--- src/rtl/miinst_issue_queue.sv ---
// Micro-instruction issue queue: accepts NOP-compacted bundles from fetch and
// issues one entry per cycle in arrival/slot order, with backpressure and flush.
`ifndef MQ_N
`define MQ_N 4
`endif

package miinst_pkg;
  typedef enum logic [4:0] {
    MIOP_NOP  = 5'd0,
    MIOP_ADD  = 5'd1,
    MIOP_ADDI = 5'd2,
    MIOP_L    = 5'd3,
    MIOP_MOV  = 5'd4,
    MIOP_S    = 5'd5,
    MIOP_BR   = 5'd6
  } miop_e;

  typedef struct packed {
    miop_e       op;
    logic [4:0]  d;
    logic [4:0]  s;
    logic [4:0]  t;
    logic [15:0] imm;
    logic [1:0]  bmd;
    logic [31:0] pc;
  } miinst_t;
endpackage

module miinst_issue_queue
  import miinst_pkg::*;
#(
  parameter int MQ_N  = `MQ_N,
  parameter int DEPTH = 8
) (
  input  logic                         clk,
  input  logic                         reset,
  input  logic                         flush,
  input  logic                         bundle_valid,
  input  miinst_t [MQ_N-1:0]           bundle,
  output logic                         bundle_ready,
  output logic                         issue_valid,
  output miinst_t                      issue_miinst,
  input  logic                         issue_ready,
  output logic [$clog2(DEPTH+1)-1:0]   count
);

  localparam int PW = $clog2(DEPTH);
  localparam int CW = $clog2(DEPTH+1);

  miinst_t         mem [DEPTH];
  logic [PW-1:0]   wr_ptr;
  logic [PW-1:0]   rd_ptr;
  logic [CW-1:0]   off [MQ_N];
  logic [CW-1:0]   k;
  logic            accept;
  logic            pop;

  // Readiness deliberately ignores NOP slots and a same-cycle pop so it never
  // depends on bundle contents.
  assign bundle_ready = ((CW'(DEPTH) - count) >= CW'(MQ_N)) & ~flush;
  assign issue_valid  = (count != '0) & ~flush;
  assign issue_miinst = mem[rd_ptr];
  assign accept       = bundle_valid & bundle_ready;
  assign pop          = issue_valid & issue_ready;

  // Prefix count of non-NOP slots gives each live slot its compacted offset.
  always_comb begin
    k = '0;
    for (int i = 0; i < MQ_N; i++) begin
      off[i] = k;
      if (bundle[i].op != MIOP_NOP) begin
        k = k + CW'(1);
      end else begin
        k = k;
      end
    end
  end

  // Storage is intentionally unreset; only pointers and count define occupancy.
  always_ff @(posedge clk) begin
    if (accept) begin
      for (int i = 0; i < MQ_N; i++) begin
        if (bundle[i].op != MIOP_NOP) begin
          mem[wr_ptr + PW'(off[i])] <= bundle[i];
        end
      end
    end
  end

  always_ff @(posedge clk or posedge reset) begin
    if (reset) begin
      wr_ptr <= '0;
      rd_ptr <= '0;
      count  <= '0;
    end else if (flush) begin
      wr_ptr <= '0;
      rd_ptr <= '0;
      count  <= '0;
    end else begin
      if (accept) begin
        wr_ptr <= wr_ptr + PW'(k);
      end
      if (pop) begin
        rd_ptr <= rd_ptr + PW'(1);
      end
      count <= count + (accept ? k : CW'(0)) - (pop ? CW'(1) : CW'(0));
    end
  end

endmodule

--- config.mk ---
export PLATFORM = sky130hd
export DESIGN_NAME = miinst_issue_queue
export DESIGN_NICKNAME = d
export VERILOG_FILES = /design/src/rtl/miinst_issue_queue.sv
export SDC_FILE = /design/constraint.sdc
export NUM_CORES = 2
export LEC_CHECK = 0
export CAP_MARGIN = 20
export CORE_MARGIN = 3
export CORE_UTILIZATION = 40
export DETAILED_ROUTE_END_ITERATION = 10
export PLACE_DENSITY = 0.65
export SLEW_MARGIN = 20
export SYNTH_ARGS = -nofsm -noshare
export SYNTH_HDL_FRONTEND = slang
export SYNTH_SLANG_ARGS = --single-unit
--- constraint.sdc ---
create_clock -name clk -period 7.5 [get_ports clk]
set_clock_uncertainty 0.1 [all_clocks]
set_input_delay 0.75 -clock clk [delete_from_list [all_inputs] [get_ports clk]]
set_output_delay 0.75 -clock clk [all_outputs]
set_load 0.005 [all_outputs]
==> summary by stage <==
Critical path
Together, buffers and inverters on the worst path number 5. The type of element capturing the critical path is a register. In this run the worst path has a maximum fanout of 70. The reg-to-reg endpoint is mem[1][44]. The number of stages on the worst setup path is 15. The arrival time of data at the critical path endpoint is 6.36 ns. The critical path ends at mem[4][41]. The cell depth of the worst flop-to-flop path is 8. The launching element type of the critical path is a primary input. The cell type of the slowest stage on the worst timing path is sky130_fd_sc_hd__clkdlybuf4s50_1. The worst setup path startpoint is bundle[68]. The setup path with the least slack is of type in -> reg. The startpoint identified for the worst register-to-register timing path is count[2].

The dominant delay contributor by cell family on the critical path is simple AND/OR/NAND/NOR gates. The slack of the worst reg-to-reg path is 2.37 ns. Traced cell by cell, the critical path runs through clkdlybuf4s50_1 -> or4_1 -> nor2_1 -> inv_1 -> ha_1 -> xnor2_1 -> ha_1 -> inv_1 -> fa_1 -> xnor2_1 -> xor2_2 -> buf_4 -> nand3_4 -> nand4_1 -> buf_12.

The highest cell delay on the worst timing path is 0.69 ns. For the worst setup path, the data required time is 7.67 ns.

Status
The run finished, with violations left. The checks that failed: DRC.

Clock network
After clock tree synthesis, the repair step resized 0 gates. The clock reaches the later pin of the worst-skew pair after 0.65 ns. The number of buffers on the longest clock path is 3. The master cell of the clock root buffer is sky130_fd_sc_hd__clkbuf_16. The count of hold-fix buffers inserted at cts is 0. CTS saw 570 sinks.

Clock-pin slew was measured on the worst setup and hold paths at 0.06 ns. TritonCTS built the clock tree. Clock tree synthesis inserted a total of 70 buffers. Post-CTS timing repair inserted 0 buffers for setup. The number of H-tree levels is 3.

Timing
The final count of hold timing violations is 0. The final critical path time including I/O delays and setup is 6.19 ns. Across all setup checks in the final design, the least slack found is 1.31 ns.

Setup violations remaining at the end of the flow were counted as 0. The maximum achievable frequency is 161 MHz. For the pin with the worst max-slew slack, the measured transition is 1.35 ns.

The tightest hold path in the finished design has a slack of 0.314 ns. Setup repair after global routing left no endpoint under its margin. The number of slew-limit violations in the final report is 0. The final sum of negative setup slack is 0 ns. The worst slew margin relative to its limit is 10.1%. The final critical-path share of the clock period is 82.6%.

Global routing
The number of global-route vias before repair is 40330. The first global-routing pass estimated 274 mm of wire. The number of antenna violations at the first check in global routing was 39. Entering global routing, the biggest net connects 207 pins. Summed over all layers, the global routing overflow is 0.

For this run, the total global-route usage over all layers was measured as 32.3%.

Final layout
Compared with the post-synthesis result, the final layout area differs by 14.3%. In the final layout, the multi-input gates occupy 23700 um2. Cells with a size suffix above 1 make up 22.0% of the layout. The final-stage net count is 4599. The area taken by flip-flops and latches is 17100 um2. The layout filler cell count is 9780.

Pwr
The power after layout is 12.7 mW. The worst-case IR drop observed on VDD is 0.000228 V. The analysis attributes to cell leakage a power of 14.2 nW. The power density over the cells is 257 nW/um2.

Yosys
The total of warnings raised by yosys is 0. The sequential-to-total area share from yosys stat is 39.5%. The biggest area contributor in the post-synthesis netlist is sky130_fd_sc_hd__edfxtp_1. The number of nets in the synthesized netlist is 4745. The count of different cell masters after synthesis is 60.

The share of async-settable or async-resettable flops after synthesis is 1.75%. The gate count of the mapped netlist is 4441. In the post-synthesis netlist, the biggest area contributors are sky130_fd_sc_hd__edfxtp_1 39%, sky130_fd_sc_hd__mux2_2 16%, sky130_fd_sc_hd__a31oi_1 7.9%.

The top cell type by area accounts for 38.9% of the synthesized area. The post-synth design cell area is 43200 um2. The flip-flop and latch count after synthesis is 570.

The commonest cells after synthesis are 597 x sky130_fd_sc_hd__mux2_2, 565 x sky130_fd_sc_hd__nand3_1, 560 x sky130_fd_sc_hd__edfxtp_1. Among all flip-flop cells after synthesis, the most frequent one is sky130_fd_sc_hd__edfxtp_1. The number of enable-type register cells in the synthesized netlist is 560. By instance count, the leading cell after synthesis is sky130_fd_sc_hd__mux2_2. The synthesized area divided by synthesized cell count is 9.73 um2.

Job
The number of violations of the max-capacitance limit is 0.

Drt
The count of antenna-violating nets left after detailed routing is 0. In the final routed layout, each cell accounts on average for 32.9 um. The first detailed-routing pass ran for 11 iterations. The detailed-route DRC error count is 1. The DRC violation total after the first TritonRoute iteration is 7848. The number of vias after detailed routing is 42181. The mean number of vias per cell is 7.32. The final routed wirelength across all metal layers is 189 mm.

Floorplan
Row generation in the floorplan step produced 119 rows. 361 I/O pins were placed. The floorplan step set the die width to 335 um. The height of the die is 335 um. The starting density of the core is 40.7%.

The core footprint is 106000 um2. The area enclosed by the die boundary is 112000 um2.

Placement
Routability-driven placement finished with a final weighted congestion of 0.869. Summed over all nets, the half-perimeter wirelength after detailed placement is 101 mm. Input and output buffers added on the ports amount to 360. The post-placement setup slack is 0.932 ns.

Worst hold path
In this run the worst hold path is classified as in -> async.
[area by class of cell]
cell class              instances  area share [%]
multi-input cells            3186            47.9
flip-flops and latches        570            34.6
clock buffers                  87            3.68
clock inverters                39           0.846
inverters                      18           0.137
well taps                    1391            3.52
diodes                         22           0.111
repair buffers                449            9.23
[worst min-delay path by stage]
stage,start,end,slack [ns]
finish,reset,rd_ptr[2],0.31
global route,reset,rd_ptr[2],0.35
CTS,reset,rd_ptr[2],0.32
detailed placement,wr_ptr[0],wr_ptr[0],0.58
global placement,count[0],count[0],0.59
floorplan,rd_ptr[1],rd_ptr[1],0.46
[cell families after synthesis]
logic type | after synthesis | synth area share [%]
XOR/XNOR | 15 | 0.397
AND/OR/NAND/NOR | 1223 | 14.2
adder cells (fa/ha/maj) | 19 | 0.619
AO/OA/AOI/OAI | 1164 | 15.4
multiplexers | 765 | 23.6
buffers and inverters | 685 | 6.29
flip-flops | 570 | 39.5
[cell usage in the layout (no fill, tap or decap), types with 8 or more instances in the layout]
cell type,count
sky130_fd_sc_hd__ha_1,15
sky130_fd_sc_hd__o21ai_0,554
sky130_fd_sc_hd__or2_4,8
sky130_fd_sc_hd__diode_2,22
sky130_fd_sc_hd__o211ai_1,13
sky130_fd_sc_hd__nor2_1,26
sky130_fd_sc_hd__mux2_2,597
sky130_fd_sc_hd__clkbuf_16,70
sky130_fd_sc_hd__nor3_1,554
sky130_fd_sc_hd__xnor2_1,8
sky130_fd_sc_hd__clkinv_1,15
sky130_fd_sc_hd__a21oi_1,13
sky130_fd_sc_hd__mux2_1,24
sky130_fd_sc_hd__clkbuf_1,17
sky130_fd_sc_hd__buf_12,23
sky130_fd_sc_hd__a31oi_1,549
sky130_fd_sc_hd__edfxtp_1,560
sky130_fd_sc_hd__clkdlybuf4s50_1,360
sky130_fd_sc_hd__buf_4,66
sky130_fd_sc_hd__inv_1,17
sky130_fd_sc_hd__nand3_1,562
sky130_fd_sc_hd__mux4_2,140
sky130_fd_sc_hd__nand2_1,24
sky130_fd_sc_hd__clkinv_2,10
[sequential cells by signal (all words and copies together) (netlist names)]
register and flops:
count 4, mem 560, rd_ptr 3, wr_ptr 3
[metrics by stage]
step / cells / area, um2 / utilization, %
floorplan: 4441 / 43200 / -
global placement: 5614 / 47100 / 44.3
detailed placement: 5614 / 47100 / 44.3
CTS: 5740 / 49300 / 46.4
global route: 5749 / 49400 / 46.4
finish: 5762 / 49400 / 46.5
[power breakdown]
group          internal, mW  switching [mW]  leakage [nW]  total, mW
registers              4.10           0.167          5.25       4.27
logic                  1.86            3.11          7.90       4.97
clock network          1.97            1.49          1.09       3.46
total                  7.93            4.76          14.2       12.7
[routing by layer]
metal	track usage, %	vias to the layer above	share of wire [%]
met5	0	-	0.11
met2	49.1	3989	44
met4	16.3	30	5.8
met1	41.9	20153	35
li1	-	17125	-
met3	9.77	884	15
Power figures use the tool's default switching activity.
